### config.mk
export PLATFORM = sky130hd
export DESIGN_NAME = mem_ctrl
export DESIGN_NICKNAME = d
export VERILOG_FILES = /design/src/rtl/mem_ctrl_pkg.sv /design/src/rtl/mem_load_ext.sv /design/src/rtl/mem_ctrl.sv
export SDC_FILE = /design/constraint.sdc
export NUM_CORES = 1
export LEC_CHECK = 0
export BUFFER_PORTS_ARGS = -buffer_cell sky130_fd_sc_hd__buf_2
export CAP_MARGIN = 40
export CORE_UTILIZATION = 30
export DETAILED_ROUTE_END_ITERATION = 10
export GPL_TIMING_DRIVEN = 0
export PLACE_DENSITY = 0.47
export SLEW_MARGIN = 20
export SYNTH_ARGS = -nofsm -noshare
export SYNTH_HDL_FRONTEND = slang
export SYNTH_SLANG_ARGS = --single-unit
### constraint.sdc
create_clock -name clk -period 4.3 [get_ports clk]
set_clock_uncertainty 0.1 [all_clocks]
set_input_delay 0.645 -clock clk [delete_from_list [all_inputs] [get_ports clk]]
set_output_delay 0.645 -clock clk [all_outputs]
set_load 0.01 [all_outputs]
### src/rtl/mem_ctrl_pkg.sv
// Shared types and constants for the byte-serial memory controller.
package mem_ctrl_pkg;

  typedef enum logic [1:0] {
    MC_IDLE = 2'd0,
    MC_RD   = 2'd1,
    MC_WR   = 2'd2,
    MC_IF   = 2'd3
  } mc_state_e;

  localparam logic [2:0] MEM_SIZE_B  = 3'b000;
  localparam logic [2:0] MEM_SIZE_H  = 3'b001;
  localparam logic [2:0] MEM_SIZE_W  = 3'b010;
  localparam logic [2:0] MEM_SIZE_BU = 3'b100;
  localparam logic [2:0] MEM_SIZE_HU = 3'b101;

  localparam logic [1:0] IO_HI_BITS_DEF = 2'b11;

  // Bytes moved for a funct3 size code; unknown codes behave as a word.
  function automatic logic [2:0] size_bytes(input logic [2:0] size);
    case (size)
      MEM_SIZE_B, MEM_SIZE_BU: size_bytes = 3'd1;
      MEM_SIZE_H, MEM_SIZE_HU: size_bytes = 3'd2;
      default:                 size_bytes = 3'd4;
    endcase
  endfunction

endpackage

### src/rtl/mem_load_ext.sv
// Load-data extension: sign/zero extends byte and half loads, passes words through.
module mem_load_ext
  import mem_ctrl_pkg::*;
(
  input  logic [2:0]  size,
  input  logic [31:0] raw,
  output logic [31:0] ext
);

  always_comb begin
    case (size)
      MEM_SIZE_B:  ext = {{24{raw[7]}}, raw[7:0]};
      MEM_SIZE_H:  ext = {{16{raw[15]}}, raw[15:0]};
      MEM_SIZE_BU: ext = {24'b0, raw[7:0]};
      MEM_SIZE_HU: ext = {16'b0, raw[15:0]};
      default:     ext = raw;
    endcase
  end

endmodule

### src/rtl/mem_ctrl.sv
// Byte-serial memory controller for the LSB data port and instruction fetch.
// Optional IO_STALL_EN: stores to the IO region wait while io_buffer_full is high.
module mem_ctrl
  import mem_ctrl_pkg::*;
#(
  parameter logic [1:0] IO_HI_BITS = IO_HI_BITS_DEF
) (
  input  logic        clk,
  input  logic        rst,
  input  logic        rdy,
  input  logic        data_valid,
  input  logic        data_way,
  input  logic [2:0]  data_size,
  input  logic [31:0] data_addr,
  input  logic [31:0] data_wdata,
  output logic        data_ready,
  output logic [31:0] data_rdata,
  input  logic        inst_valid,
  input  logic [31:0] inst_addr,
  input  logic        inst_flush,
  output logic        inst_ready,
  output logic [31:0] inst_data,
  input  logic [7:0]  mem_din,
  output logic [7:0]  mem_dout,
  output logic [31:0] mem_a,
  output logic        mem_wr,
  input  logic        io_buffer_full
);

  mc_state_e   state_q, state_d;
  logic [2:0]  k_q, k_d;
  logic [2:0]  size_q, size_d;
  logic [31:0] addr_q, addr_d;
  logic [31:0] wdata_q, wdata_d;
  logic [31:0] asm_q, asm_d;
  logic        data_ready_q, data_ready_d;
  logic        inst_ready_q, inst_ready_d;
  logic [31:0] data_rdata_q, data_rdata_d;
  logic [31:0] inst_data_q, inst_data_d;

  logic [2:0]  n_bytes;
  logic [1:0]  byte_sel;
  logic [31:0] asm_next;
  logic [31:0] ext_word;
  logic        io_stall;
  logic        wr_en;

  assign n_bytes = size_bytes(size_q);

`ifdef IO_STALL_EN
  assign io_stall = (addr_q[17:16] == IO_HI_BITS) && io_buffer_full;
`else
  logic unused_io;
  assign unused_io = io_buffer_full ^ (^IO_HI_BITS);
  assign io_stall  = 1'b0;
`endif

  // mem_din in a given cycle carries the byte addressed one cycle earlier (k-1).
  always_comb begin
    byte_sel = 2'(k_q - 3'd1);
    asm_next = asm_q;
    if ((state_q == MC_RD || state_q == MC_IF) && k_q != 3'd0)
      asm_next[{byte_sel, 3'b000} +: 8] = mem_din;
  end

  mem_load_ext u_load_ext (
    .size (size_q),
    .raw  (asm_next),
    .ext  (ext_word)
  );

  // NOTE: every signal written here gets a default first, so no path leaves one unassigned and infers a latch.
  always_comb begin
    state_d      = state_q;
    k_d          = k_q;
    size_d       = size_q;
    addr_d       = addr_q;
    wdata_d      = wdata_q;
    asm_d        = asm_q;
    data_ready_d = data_ready_q;
    inst_ready_d = inst_ready_q;
    data_rdata_d = data_rdata_q;
    inst_data_d  = inst_data_q;
    mem_a        = 32'd0;
    mem_dout     = 8'd0;
    wr_en        = 1'b0;

    case (state_q)
      MC_RD, MC_IF: if (k_q < n_bytes) mem_a = addr_q + 32'(k_q);
      MC_WR: begin
        mem_a    = addr_q + 32'(k_q);
        mem_dout = wdata_q[{k_q[1:0], 3'b000} +: 8];
        wr_en    = !io_stall;
      end
      default: ;
    endcase

    if (rdy) begin
      data_ready_d = 1'b0;
      inst_ready_d = 1'b0;
      case (state_q)
        MC_IDLE: begin
          // The requester still holds valid during our own ready pulse.
          if (!data_ready_q && !inst_ready_q) begin
            if (data_valid) begin
              state_d = data_way ? MC_WR : MC_RD;
              addr_d  = data_addr;
              wdata_d = data_wdata;
              size_d  = data_size;
              k_d     = 3'd0;
              asm_d   = 32'd0;
            end else if (inst_valid && !inst_flush) begin
              state_d = MC_IF;
              addr_d  = inst_addr;
              size_d  = MEM_SIZE_W;
              k_d     = 3'd0;
              asm_d   = 32'd0;
            end
          end
        end
        MC_RD, MC_IF: begin
          asm_d = asm_next;
          if (state_q == MC_IF && inst_flush) begin
            state_d = MC_IDLE;
          end else if (k_q == n_bytes) begin
            state_d = MC_IDLE;
            if (state_q == MC_IF) begin
              inst_ready_d = 1'b1;
              inst_data_d  = ext_word;
            end else begin
              data_ready_d = 1'b1;
              data_rdata_d = ext_word;
            end
          end else begin
            k_d = k_q + 3'd1;
          end
        end
        MC_WR: begin
          if (wr_en) begin
            if (k_q == n_bytes - 3'd1) begin
              state_d      = MC_IDLE;
              data_ready_d = 1'b1;
              data_rdata_d = 32'd0;
            end else begin
              k_d = k_q + 3'd1;
            end
          end
        end
        default: state_d = MC_IDLE;
      endcase
    end
  end

  // NOTE: state registers use non-blocking assignments so all flops update together from pre-edge values.
  always_ff @(posedge clk) begin
    if (rst) begin
      state_q      <= MC_IDLE;
      k_q          <= 3'd0;
      size_q       <= 3'd0;
      addr_q       <= 32'd0;
      wdata_q      <= 32'd0;
      asm_q        <= 32'd0;
      data_ready_q <= 1'b0;
      inst_ready_q <= 1'b0;
      data_rdata_q <= 32'd0;
      inst_data_q  <= 32'd0;
    end else begin
      state_q      <= state_d;
      k_q          <= k_d;
      size_q       <= size_d;
      addr_q       <= addr_d;
      wdata_q      <= wdata_d;
      asm_q        <= asm_d;
      data_ready_q <= data_ready_d;
      inst_ready_q <= inst_ready_d;
      data_rdata_q <= data_rdata_d;
      inst_data_q  <= inst_data_d;
    end
  end

  assign mem_wr     = wr_en & rdy;
  assign data_ready = data_ready_q & rdy;
  assign inst_ready = inst_ready_q & rdy & ~inst_flush;
  assign data_rdata = data_rdata_q;
  assign inst_data  = inst_data_q;

endmodule

### After elaboration in Yosys (flattened, before gate mapping)

Cells that the tools add are included.

* output and inout port bits: 107
* flip-flop bits (word level): 170
* logic and storage cells: 116

* shift-type cells: 3
* order comparisons: 1
* $add $sub $neg: 5
* mux-type cells: 49
* reductions and logical operators: 24
* bitwise operators: 6
* equality and inequality tests: 18

Operator list (number)
* $mux W32: 12
* $pmux W32 S2: 3
* $pmux W32 S4: 1
* $add A32 B3 Y32: 1
* $bwmux W32: 1
* $shift A8 B7 Y32 const A: 1
* $shiftx A32 B6 Y8: 1
* $shiftx A8 B7 Y32: 1
* $mux W3: 9
* $mux W2: 8
* $ne A2 B2 Y1 const B: 8
* $reduce_and A7 Y1: 2
* $reduce_and A4 Y1: 3
* $mux W1: 10
* $pmux W3 S3: 1
* $mux W8: 1
* $neg A5 Y7: 1
* $eq A3 B3 Y1: 2
* $eq A3 B3 Y1 const B: 2
* $ne A3 B3 Y1 const B: 2
* $pmux W2 S3: 1
* $pmux W3 S2: 1
* $reduce_and A6 Y1: 1
* $reduce_bool A2 Y1: 3
* 18 further kinds: 30

### Longest topological paths before layout

Gate-level depths: netlist of the first run.

* depth in word-level cells: 10
* depth in mapped cells: 12
* gate-level depth less buffers: 8

### Modules after synthesis

A second synthesis of the first run with hierarchy kept.

* cell total of the unflattened synthesis: 1071
* area, all modules: 8406.8 µm²

By module, submodules not included
* mem_ctrl: cells an instance 1004, sequential area each 3403.3 µm², instances 1, area an instance 8051.5 µm²
* mem_load_ext: cells an instance 67, sequential area each 0.0 µm², instances 1, area an instance 355.3 µm²

### Worst setup path before layout of the first run

No wires, ideal clock.

* path kind: reg-to-output
* from: register k_q[0]
* to: output mem_a[10]
* slack: 1177 ps
* arrival time: 2378 ps
* data required time: 3555 ps
* stages on the path, launching flop included: 11
* path buffers: 4
* path through: dfxtp_1 > clkbuf_1 > buf_2 > inv_1 > ha_1 > nor2b_1 > o21ai_0 > a31oi_1 > clkbuf_1 > clkbuf_1 > nor2_1

* longest elaborated chain between the ends: 3
* elaborated cells on any way between the ends: 4
* those cells by class: add/sub (1); order compare (1); mux (2)

Ends and longest elaborated chain
* from (decl): RTL line mem_ctrl.sv:31 `logic [2:0] k_q, k_d;`
* from (signal assigned): RTL line mem_ctrl.sv:169 `k_q <= k_d;`
* $add A32 B3 Y32 or $lt A3 B3 Y1 (tied branches): RTL line mem_ctrl.sv:89, mem_ctrl.sv:91
* $mux W32: RTL line mem_ctrl.sv:89 `MC_RD, MC_IF: if (k_q < n_bytes) mem_a = addr_q + 32'(k_q);`
* $pmux W32 S2 *: RTL line mem_ctrl.sv:88 `case (state_q)`
* to (decl): RTL line mem_ctrl.sv:25 `output logic [31:0] mem_a,`

Every way passes the cells marked *; elsewhere a longest branch is shown, timed or not.

### Worst setup path after layout of the first run

Same ends and word-level chain as after synthesis.

==> impl_metrics.toml, run 1 <==
[detailed_routing]
drt_first_iter_violations = 605
routed_wire_length_per_instance_um = 17.9
drt_pass_1_iters = 5
detail-route-antenna-nets = 0
route.detailed.vias_per_inst = 4.98
via_count = 8218
drc = 0
detail_route.wirelength_mm = 29.5

[floorplanning]
floorplan.die_area_um2 = 29000
floorplan.io_pins = 222
placementRows = 61
fp.dieH_um = 170
core_area_um2 = 27800
dieWidth_um = 170
initial_utilization = 0.305

[critical_path]
rrSetupSlack_ns = 0.56
cp_data_arrival_time_ns = 3.19
timing.rr.end = "inst_data[17]"
crit_path_top_delay_cell = "dfxtp_1"
critical_path.n_buffers_inverters = 6
worst_ep_required_time_ns = 3.56
crit_path_start_kind = "flip-flop"
r2r_start = "size_q[1]"
critPathMaxStageDelay_ns = 0.50
timing.critical_path.cells = "clkbuf_2 > buf_4 > inv_1 > ha_1 > nor2b_1 > o21ai_0 > a31oi_2 > clkbuf_2 > clkbuf_2 > nor2_1 > buf_2"
number_of_cells_on_the_worst_reg_to_reg_path = 10
path_common_cell = "clkbuf_2"
critPathCaptureType = "output port"
worstSetupPathType = "reg2out"
worst-path-max-fanout = 10
timing.critical_path.max_delay_family = "buffers and inverters"

[grt]
number_of_antenna_violations_at_the_first_check_in_global_routing = 2
globalRouteTotalUtil = 0.201
sum_of_overflow_across_all_layers_after_global_routing = 0
via_count_of_the_first_global_routing_pass = 7471
grt_start_max_net_pins = 18
first_pass_grt_wire_length_mm = 44.0

[sta]
max_slew_headroom_at_the_worst_pin = 0.476
setup_total_negative_slack_ns = 0
timing_hold_violations_final = 0
post-route-min-period_ns = 3.94
measured_slew_at_the_worst_slew_check_pin_ns = 0.783
report.final.slew_viol_count = 0
max_clock_freq_ghz = 0.254
setup_viol_count_final = 0
grt_setup_unrepaired = "false"
final.period_utilization = 0.916

[cts]
worst_skew_pair.late_latency_ns = 0.43
cts.root.buffer_cell = "clkbuf_16"
post-cts-setup-buffers = 0
tritoncts.num_buffers = 17
clkSinkCount = 170
cts_hold_repair.buffers = 0
cts.htree.levels = 4
cts_tree = "done"
clkTransAtPathRegs_ns = 0.08
ctsLongestPathBuffers = 2

[synthesis]
synthDistinctLibCells = 64
post_synthesis_sequential_area_ratio = 0.401
synth-warning-count = 0
netlist.area_leader.share = 0.401
synth.avg_cell_area_um2 = 8.35
synth_top_cells_by_area = "dfxtp_1, nand2_1, nor2_1"
yosysMostFrequentCell = "dfxtp_1"
ys_flop_type = "dfxtp_1"
mapped_area_um2 = 8480
synthesis.instances = 1016
postSynthRegisterBits = 170
synth_async_sr_flop_share = 0
ys_top_cells_by_count = "dfxtp_1, nand2_1, nor2_1, a21oi_1, o21ai_0"
synth_top_area_cell = "dfxtp_1"
synthesized_netlist_net_count = 1144
synth_edf_count = 0

[final_layout]
fillers = 2974
finish.utilization = 0.383
area_delta_synth_final_pct = 25.6
final_layout_size_suffix_gt1_frac = 0.262
fin_nets = 1385
final_cell_count_no_fill = 1649

[hold_path]
worst_hold_path_type = "in2reg"
min_to = "wdata_q[30]"
worst_hold_launch = "data_wdata[30]"
whs_path_cells = 3

[power_and_ir_drop]
cellLeakagePower_nw = 4.34
ir_worst_vdd_mv = 0.193
power.density_nw_per_um2 = 379

[place]
numPortBuffers = 219
place.gp.congestion = 0.826
dp_hpwl_mm = 22.5
place.detailed.instances = 1615

[outcome]
run_status = "finished, final reports clean"

[flow_run]
cap_viol_max_count = 0
==> logic make-up after synthesis <==
family / Yosys count / synth area share
adders and majority gates: 13 / 0.0201
xor gates and xnor gates: 27 / 0.0296
buffers and inverters: 85 / 0.0416
and+or+nand+nor: 403 / 0.224
AOI/OAI and AO/OA: 260 / 0.202
muxes: 58 / 0.0816
DFF: 170 / 0.401
==> worst register-to-register path, stage by stage, from the launching register on <==
cell,delay (ns)
dfxtp_1,0.30
buf_2,0.23
or2_2,0.15
clkbuf_1,0.38
inv_1,0.15
ha_1,0.38
nand3_1,0.12
nor4b_1,0.59
clkbuf_1,0.45
clkbuf_1,0.57
a31oi_1,0.18
==> stage by stage <==
stage | area (um2) | worst slack (ns) | hold slack (ns) | total power, mW
finish | 10700 | 0.361 | 0.338 | 4.04
CTS | 10600 | 0.113 | 0.318 | 4.09
global route | 10700 | 0.0367 | 0.322 | 4.24
global placement | 10100 | 0.0855 | 0.334 | 2.55
detailed placement | 10100 | 0.0749 | 0.339 | 2.56
floorplan | 8480 | 1.18 | 0.333 | 2.26
==> layout make-up <==
class,instances,area (um2),area share
well taps,378,473,0.0444
repair buffers,222,1110,0.105
flip-flops and latches,170,3400,0.319
clock buffers,18,429,0.0403
diodes,1,2.50,0.000235
plain buffers,72,312,0.0292
clock inverters,14,136,0.0128
inverters,13,48.8,0.00458
multi-input cells,761,4730,0.444
==> sequential cells by signal, summed over array words and instances, names as in the netlist <==
name / flops
addr_q: 32
asm_q: 32
data_rdata: 32
inst_data: 32
wdata_q: 32
k_q: 3
size_q: 3
state_q: 2
data_ready_q: 1
inst_ready_q: 1
==> layer usage <==
layer | track usage | vias to the layer above | share of wire
met1 | 0.289 | 3905 | 0.49
met5 | 0 | - | 0.00044
met2 | 0.310 | 215 | 0.45
li1 | - | 4077 | -
met4 | 0.0423 | 2 | 0.0099
met3 | 0.0360 | 19 | 0.047
==> what timing repair did <==
item | CTS | global route
setup endpoints to repair | 20 | 20
hold endpoints to repair | 0 | 0
resized for setup | 4 | 3
pin swaps | 0 | 0
==> worst max-delay path by stage <==
stage            from        end  slack [ns]  cells after the start
2_1_floorplan  k_q[0]  mem_a[10]        1.18                     10
3_3_place_gp   k_q[0]   mem_a[2]        0.09                     11
3_5_place_dp   k_q[0]   mem_a[8]        0.07                     11
4_1_cts        k_q[0]  mem_a[10]        0.11                     11
5_1_grt        k_q[0]  mem_a[10]        0.04                     11
6_report       k_q[0]  mem_a[10]        0.36                     11
==> report_power, final <==
group | internal (mW) | leakage, nW | switching (mW)
sequential | 1.65 | 1.38 | 0.0769
clock | 0.768 | 0.277 | 0.748
combinational | 0.287 | 2.68 | 0.510
total | 2.71 | 4.34 | 1.33
==> cell usage in the layout (no fill, tap or decap), drive strengths merged, types with 34 or more instances in the layout <==
master | netlist | routed
a211oi | 44 | 44
a21oi | 68 | 68
a22oi | 34 | 34
buf | 24 | 245
clkbuf | 48 | 67
dfxtp | 170 | 170
mux2i | 41 | 41
nand2 | 151 | 151
nor2 | 121 | 121
o21ai | 64 | 64
Note: power is estimated with default switching activity, not from simulation.
==> run 2, diff against run 1 <==
--- a/config.mk
+++ b/config.mk
@@ -8,9 +8,11 @@
 export BUFFER_PORTS_ARGS = -buffer_cell sky130_fd_sc_hd__buf_2
 export CAP_MARGIN = 40
 export CORE_UTILIZATION = 30
+export CTS_BUF_LIST = sky130_fd_sc_hd__clkbuf_4 sky130_fd_sc_hd__clkbuf_8
 export DETAILED_ROUTE_END_ITERATION = 10
 export GPL_TIMING_DRIVEN = 0
 export PLACE_DENSITY = 0.47
+export REMOVE_ABC_BUFFERS = 1
 export SLEW_MARGIN = 20
 export SYNTH_ARGS = -nofsm -noshare
 export SYNTH_HDL_FRONTEND = slang
==> constraint.sdc (replaced) <==
create_clock -name clk -period 4.9 [get_ports clk]
set_clock_uncertainty 0.1 [all_clocks]
set_input_delay 0.735 -clock clk [delete_from_list [all_inputs] [get_ports clk]]
set_output_delay 0.735 -clock clk [all_outputs]
set_load 0.01 [all_outputs]
==> impl_metrics.toml, run 2 (synthesis results as in run 1) <==
[outcome]
run_status = "finished, final reports clean"

[sta]
post-route-min-period_ns = 4.54
least_setup_slack_across_all_paths_after_layout_ns = 0.355
max_slew_headroom_at_the_worst_pin = 0.430
final.period_utilization = 0.927
max_clock_freq_ghz = 0.220
setup_total_negative_slack_ns = 0
setup_viol_count_final = 0
report.final.slew_viol_count = 0
grt_setup_unrepaired = "false"
timing_hold_violations_final = 0
hold_ws_ns = 0.346
measured_slew_at_the_worst_slew_check_pin_ns = 0.851

[critical_path]
worst_ep_required_time_ns = 4.07
crit_path_start_kind = "flip-flop"
cp_data_arrival_time_ns = 3.71
worstSetupPathType = "reg2out"
critPathCaptureType = "output port"
worst-path-max-fanout = 26

[power_and_ir_drop]
ir_worst_vdd_mv = 0.164
power.density_nw_per_um2 = 309
total_power_mw = 3.23
cellLeakagePower_nw = 4.23

[floorplanning]
dieWidth_um = 170
initial_utilization = 0.305
core_area_um2 = 27800
floorplan.die_area_um2 = 29000
floorplan.io_pins = 222
placementRows = 61
fp.dieH_um = 170

[place]
dpl_worst_slack_ns = 0.822
dp_hpwl_mm = 18.3
place.detailed.instances = 1562
dpl_cell_area_um2 = 10000
numPortBuffers = 220
place.gp.congestion = 0.804

[grt]
sum_of_overflow_across_all_layers_after_global_routing = 0
via_count_of_the_first_global_routing_pass = 7295
globalRouteTotalUtil = 0.177
number_of_antenna_violations_at_the_first_check_in_global_routing = 4
first_pass_grt_wire_length_mm = 40.1
grt_start_max_net_pins = 89

[detailed_routing]
drt_first_iter_violations = 351
drt_pass_1_iters = 5
detail-route-antenna-nets = 0
route.detailed.vias_per_inst = 4.85
detail_route.wirelength_mm = 25.5
via_count = 7743
routed_wire_length_per_instance_um = 16.0
drc = 0

[cts]
cts.htree.levels = 4
tritoncts.num_buffers = 17
cts.root.buffer_cell = "clkbuf_8"
post_cts.resized_instances = 0
cts_tree = "done"
worst_skew_pair.late_latency_ns = 0.46
clkSinkCount = 170
clkTransAtPathRegs_ns = 0.09
cts_hold_repair.buffers = 0
post-cts-setup-buffers = 0
ctsLongestPathBuffers = 2

[final_layout]
finish.utilization = 0.376
final_area_um2 = 10400
final_common_cell = "buf_2"
area_delta_synth_final_pct = 23.0
final_layout_size_suffix_gt1_frac = 0.274
mostFrequentLayoutCells = "buf_2, dfxtp_1, nand2_1"
fin_nets = 1332
final_cell_count_no_fill = 1598

[hold_path]
worst_hold_path_type = "reg2reg"

[flow_run]
cap_viol_max_count = 0
==> run 2: cell types whose count changed in the layout (fill, tap and decap cells not counted), moves of 3 or more <==
cell | before | now
buf_1 | 4 | 0
buf_2 | 237 | 229
buf_16 | 0 | 3
buf_6 | 1 | 4
clkbuf_1 | 45 | 0
clkbuf_16 | 17 | 0
clkbuf_8 | 0 | 17
clkbuf_2 | 5 | 0
inv_6 | 3 | 7
clkinv_4 | 3 | 0
==> run 2: worst paths after layout <==
kind	start	endpoint	slack [ns]	cells after the start
min reg2reg	data_rdata[11]	data_rdata[11]	0.35	2
max	size_q[1]	mem_a[19]	0.36	10
min	data_rdata[11]	data_rdata[11]	0.35	2
max reg2reg	size_q[1]	data_rdata[22]	1.12	9
==> run 2: area by class of cell <==
cell class	instances	area [um2]
multi-input cells	761	4770
flip-flops and latches	170	3400
clock inverters	14	153
well taps	378	473
repair buffers	241	1340
diodes	3	7.51
clock buffers	18	241
fillers	3015	17300
inverters	13	48.8
==> run 2: worst max-delay path, stage by stage, from the launching register on <==
cell and delay, ns:
dfxtp_1 0.80, inv_1 0.24, nand2_1 0.22, ha_1 0.28
nor2b_1 0.14, o21ai_0 0.40, a31oi_4 0.21, buf_16 0.25
or4_1 0.51, nand2_1 0.08, buf_2 0.14
==> run 2: routing by layer <==
metal	part of all wire	GRT usage	up-vias
li1	-	-	3975
met1	0.47	0.233	3566
met2	0.47	0.292	187
met3	0.055	0.0444	13
met4	0.0076	0.0353	2
met5	0.00051	0	-
==> run 2: power breakdown <==
part / internal [mW] / switching, mW
Combinational: 0.253 / 0.399
Sequential: 1.45 / 0.0962
Clock: 0.430 / 0.598
==> run 3, diff against run 2 <==
--- a/config.mk
+++ b/config.mk
@@ -16,4 +16,5 @@
 export SLEW_MARGIN = 20
 export SYNTH_ARGS = -nofsm -noshare
 export SYNTH_HDL_FRONTEND = slang
+export SYNTH_HIERARCHICAL = 1
 export SYNTH_SLANG_ARGS = --single-unit
==> constraint.sdc (replaced) <==
create_clock -name clk -period 4.9 [get_ports clk]
set_clock_uncertainty 0.1 [all_clocks]
set_input_delay 0.735 -clock clk [delete_from_list [all_inputs] [get_ports clk]]
set_output_delay 0.735 -clock clk [all_outputs]
set_load 0.1 [all_outputs]
==> impl_metrics.toml, run 3 <==
[sta]
timing_hold_violations_final = 0
hold_ws_ns = 0.354
final.period_utilization = 0.939
max_clock_freq_ghz = 0.217
max_slew_headroom_at_the_worst_pin = 0.431
report.final.slew_viol_count = 0
post-route-min-period_ns = 4.60
setup_viol_count_final = 0
measured_slew_at_the_worst_slew_check_pin_ns = 0.846
grt_setup_unrepaired = "false"

[cts]
cts.htree.levels = 4
ctsLongestPathBuffers = 2
clkSinkCount = 170
worst_skew_pair.late_latency_ns = 0.46
tritoncts.num_buffers = 17
post-cts-setup-buffers = 0
cts_tree = "done"
clkTransAtPathRegs_ns = 0.09
cts.root.buffer_cell = "clkbuf_8"

[detailed_routing]
detail-route-antenna-nets = 0
detail_route.wirelength_mm = 25.9
routed_wire_length_per_instance_um = 15.9
via_count = 7906
drt_pass_1_iters = 5
drt_first_iter_violations = 320
route.detailed.vias_per_inst = 4.87
drc = 0

[synthesis]
synthDistinctLibCells = 52
synth.avg_cell_area_um2 = 7.85
synth-warning-count = 6
synth_edf_count = 0
synth_top_area_cell = "dfxtp_1"
yosysMostFrequentCell = "nand2_1"
synth_async_sr_flop_share = 0
postSynthRegisterBits = 170
mapped_area_um2 = 8410
ys_top_cells_by_count = "nand2_1, dfxtp_1, a21oi_1, nor2_1, clkbuf_1"
netlist.area_leader.share = 0.405
ys_flop_type = "dfxtp_1"
post_synthesis_sequential_area_ratio = 0.405
synth_top_cells_by_area = "dfxtp_1, nand2_1, a21oi_1"
synthesis.instances = 1071

[critical_path]
critPathCaptureType = "output port"
critPathMaxStageDelay_ns = 0.73
worst_ep_required_time_ns = 4.07
crit_path_start_kind = "flip-flop"
rrSetupSlack_ns = 1.41
worst-path-max-fanout = 11
critical_path.n_buffers_inverters = 2
worstSetupPathType = "reg2out"
number_of_cells_on_the_worst_reg_to_reg_path = 9
crit_path_top_delay_cell = "or4_1"
cp_data_arrival_time_ns = 3.77
timing.rr.end = "data_rdata[24]"
timing.critical_path.max_delay_family = "simple AND/OR/NAND/NOR gates"
r2r_start = "k_q[1]"
path_common_cell = "or4_1"
timing.critical_path.cells = "buf_8 > ha_1 > fa_1 > a21o_1 > nand3_1 > or4_1 > or4_1 > o21ai_1 > clkbuf_4"

[grt]
globalRouteTotalUtil = 0.181
via_count_of_the_first_global_routing_pass = 7469
grt_start_max_net_pins = 77
sum_of_overflow_across_all_layers_after_global_routing = 0
number_of_antenna_violations_at_the_first_check_in_global_routing = 2
first_pass_grt_wire_length_mm = 40.8

[power_and_ir_drop]
reg_power_frac = 0.468
power_report.internal_total_mw = 2.17
switching_power_mw = 1.01
power_frac_comb = 0.169
ir_worst_vdd_mv = 0.132
cellLeakagePower_nw = 4.16
p_sw_frac = 0.316
clock_power_share = 0.364
total_power_mw = 3.18
power.density_nw_per_um2 = 307

[place]
place.gp.congestion = 0.742
dpl_cell_area_um2 = 9850
numPortBuffers = 220
dp_hpwl_mm = 18.2

[final_layout]
final_area_um2 = 10300
final_layout_size_suffix_gt1_frac = 0.238
mostFrequentLayoutCells = "nand2_1, buf_2, dfxtp_1"
fillers = 2944
final_common_cell = "nand2_1"
finish.utilization = 0.380
area_delta_synth_final_pct = 23.1
fin_nets = 1367

[floorplanning]
dieWidth_um = 169
floorplan.io_pins = 222
floorplan.die_area_um2 = 28700
placementRows = 60
initial_utilization = 0.308
core_area_um2 = 27300
fp.dieH_um = 169

[hold_path]
min_to = "data_rdata[23]"
whs_path_cells = 2
worst_hold_path_type = "reg2reg"
worst_hold_launch = "data_rdata[23]"

[outcome]
run_status = "finished, final reports clean"

[flow_run]
cap_viol_max_count = 0
-- run 3: changes by cell type in the layout (fill, tap and decap cells not counted), moves of 13 or more --
cell     delta
nand2_1   +100
a21oi_1    +46
nor2_1     -44
a22o_1     +39
a22oi_1    -32
nand4_1    +30
nand3_1    -21
o31ai_1    -15
nor3_1     +13
-- run 3: metal layers --
metal  vias to the layer above  wire length [um]  global-route usage
li1                       4042                 -                   -
met1                      3639             12100               0.232
met2                       211             12000               0.302
met3                        14              1600              0.0494
met4                         0               199              0.0384
met5                         -                 0                   0
-- run 3: cells by family after synthesis --
| group | synth area share |
|---|---|
| compound gates | 0.191 |
| flops | 0.405 |
| simple gates | 0.236 |
| fa+ha+maj | 0.0217 |
| mux | 0.0636 |
| buf+inv | 0.0569 |
| xor+xnor | 0.0260 |
-- run 3: layout make-up --
| class | instances | area [um2] | share of cell area |
|---|---|---|---|
| Antenna cell | 2 | 5.00 | 0.000484 |
| Clock buffer | 17 | 234 | 0.0226 |
| Clock inverter | 15 | 211 | 0.0204 |
| Inverter | 20 | 75.1 | 0.00725 |
| Multi-Input combinational cell | 788 | 4570 | 0.442 |
| Sequential cell | 170 | 3400 | 0.329 |
| Tap cell | 372 | 465 | 0.0450 |
| Timing Repair Buffer | 241 | 1380 | 0.133 |
-- run 3: power groups by stage --
stage / Sequential [mW] / Clock (mW) / Combinational (mW)
4_1_cts: 1.49 / 1.20 / 0.538
2_1_floorplan: 1.51 / 0 / 0.327
3_3_place_gp: 1.53 / 0 / 0.498
6_report: 1.49 / 1.16 / 0.536
5_1_grt: 1.50 / 1.26 / 0.590
3_5_place_dp: 1.52 / 0 / 0.536
-- run 3: timing repair --
action	in CTS	in global routing
hold buffers	0	0
resized for setup	0	5
setup endpoints to repair	0	4
-- run 3: worst max-delay path by stage --
stage | startpoint | endpoint | slack (ns) | cells past startpoint
6_report | k_q[0] | mem_a[26] | 0.30 | 9
3_5_place_dp | k_q[0] | mem_a[26] | 0.53 | 9
4_1_cts | k_q[0] | mem_a[26] | 0.02 | 9
5_1_grt | k_q[0] | mem_a[26] | 0.05 | 9
2_1_floorplan | k_q[0] | mem_a[30] | -0.04 | 7
3_3_place_gp | k_q[0] | data_rdata[26] | -3.73 | 7
-- run 3: worst reg2reg max path, cell delays in order, from the launching register on --
cell,delay (ns)
dfxtp_1,0.60
inv_1,0.16
ha_1,0.41
and3_1,0.42
nand2_1,0.09
o21ai_0,0.56
mux2i_2,0.39
o21ai_0,0.41
nand4_1,0.14
a21oi_1,0.18
-- run 3: through the flow --
stage / worst slack [ns] / instances / setup TNS, ns
final: 0.299 / 1625 / 0
after floorplan: -0.0363 / 978 / -0.0726
after CTS: 0.0154 / 1621 / 0
after global routing: 0.0519 / 1623 / 0
after detailed placement: 0.532 / 1589 / 0
after global placement: -3.73 / 1570 / -139.10
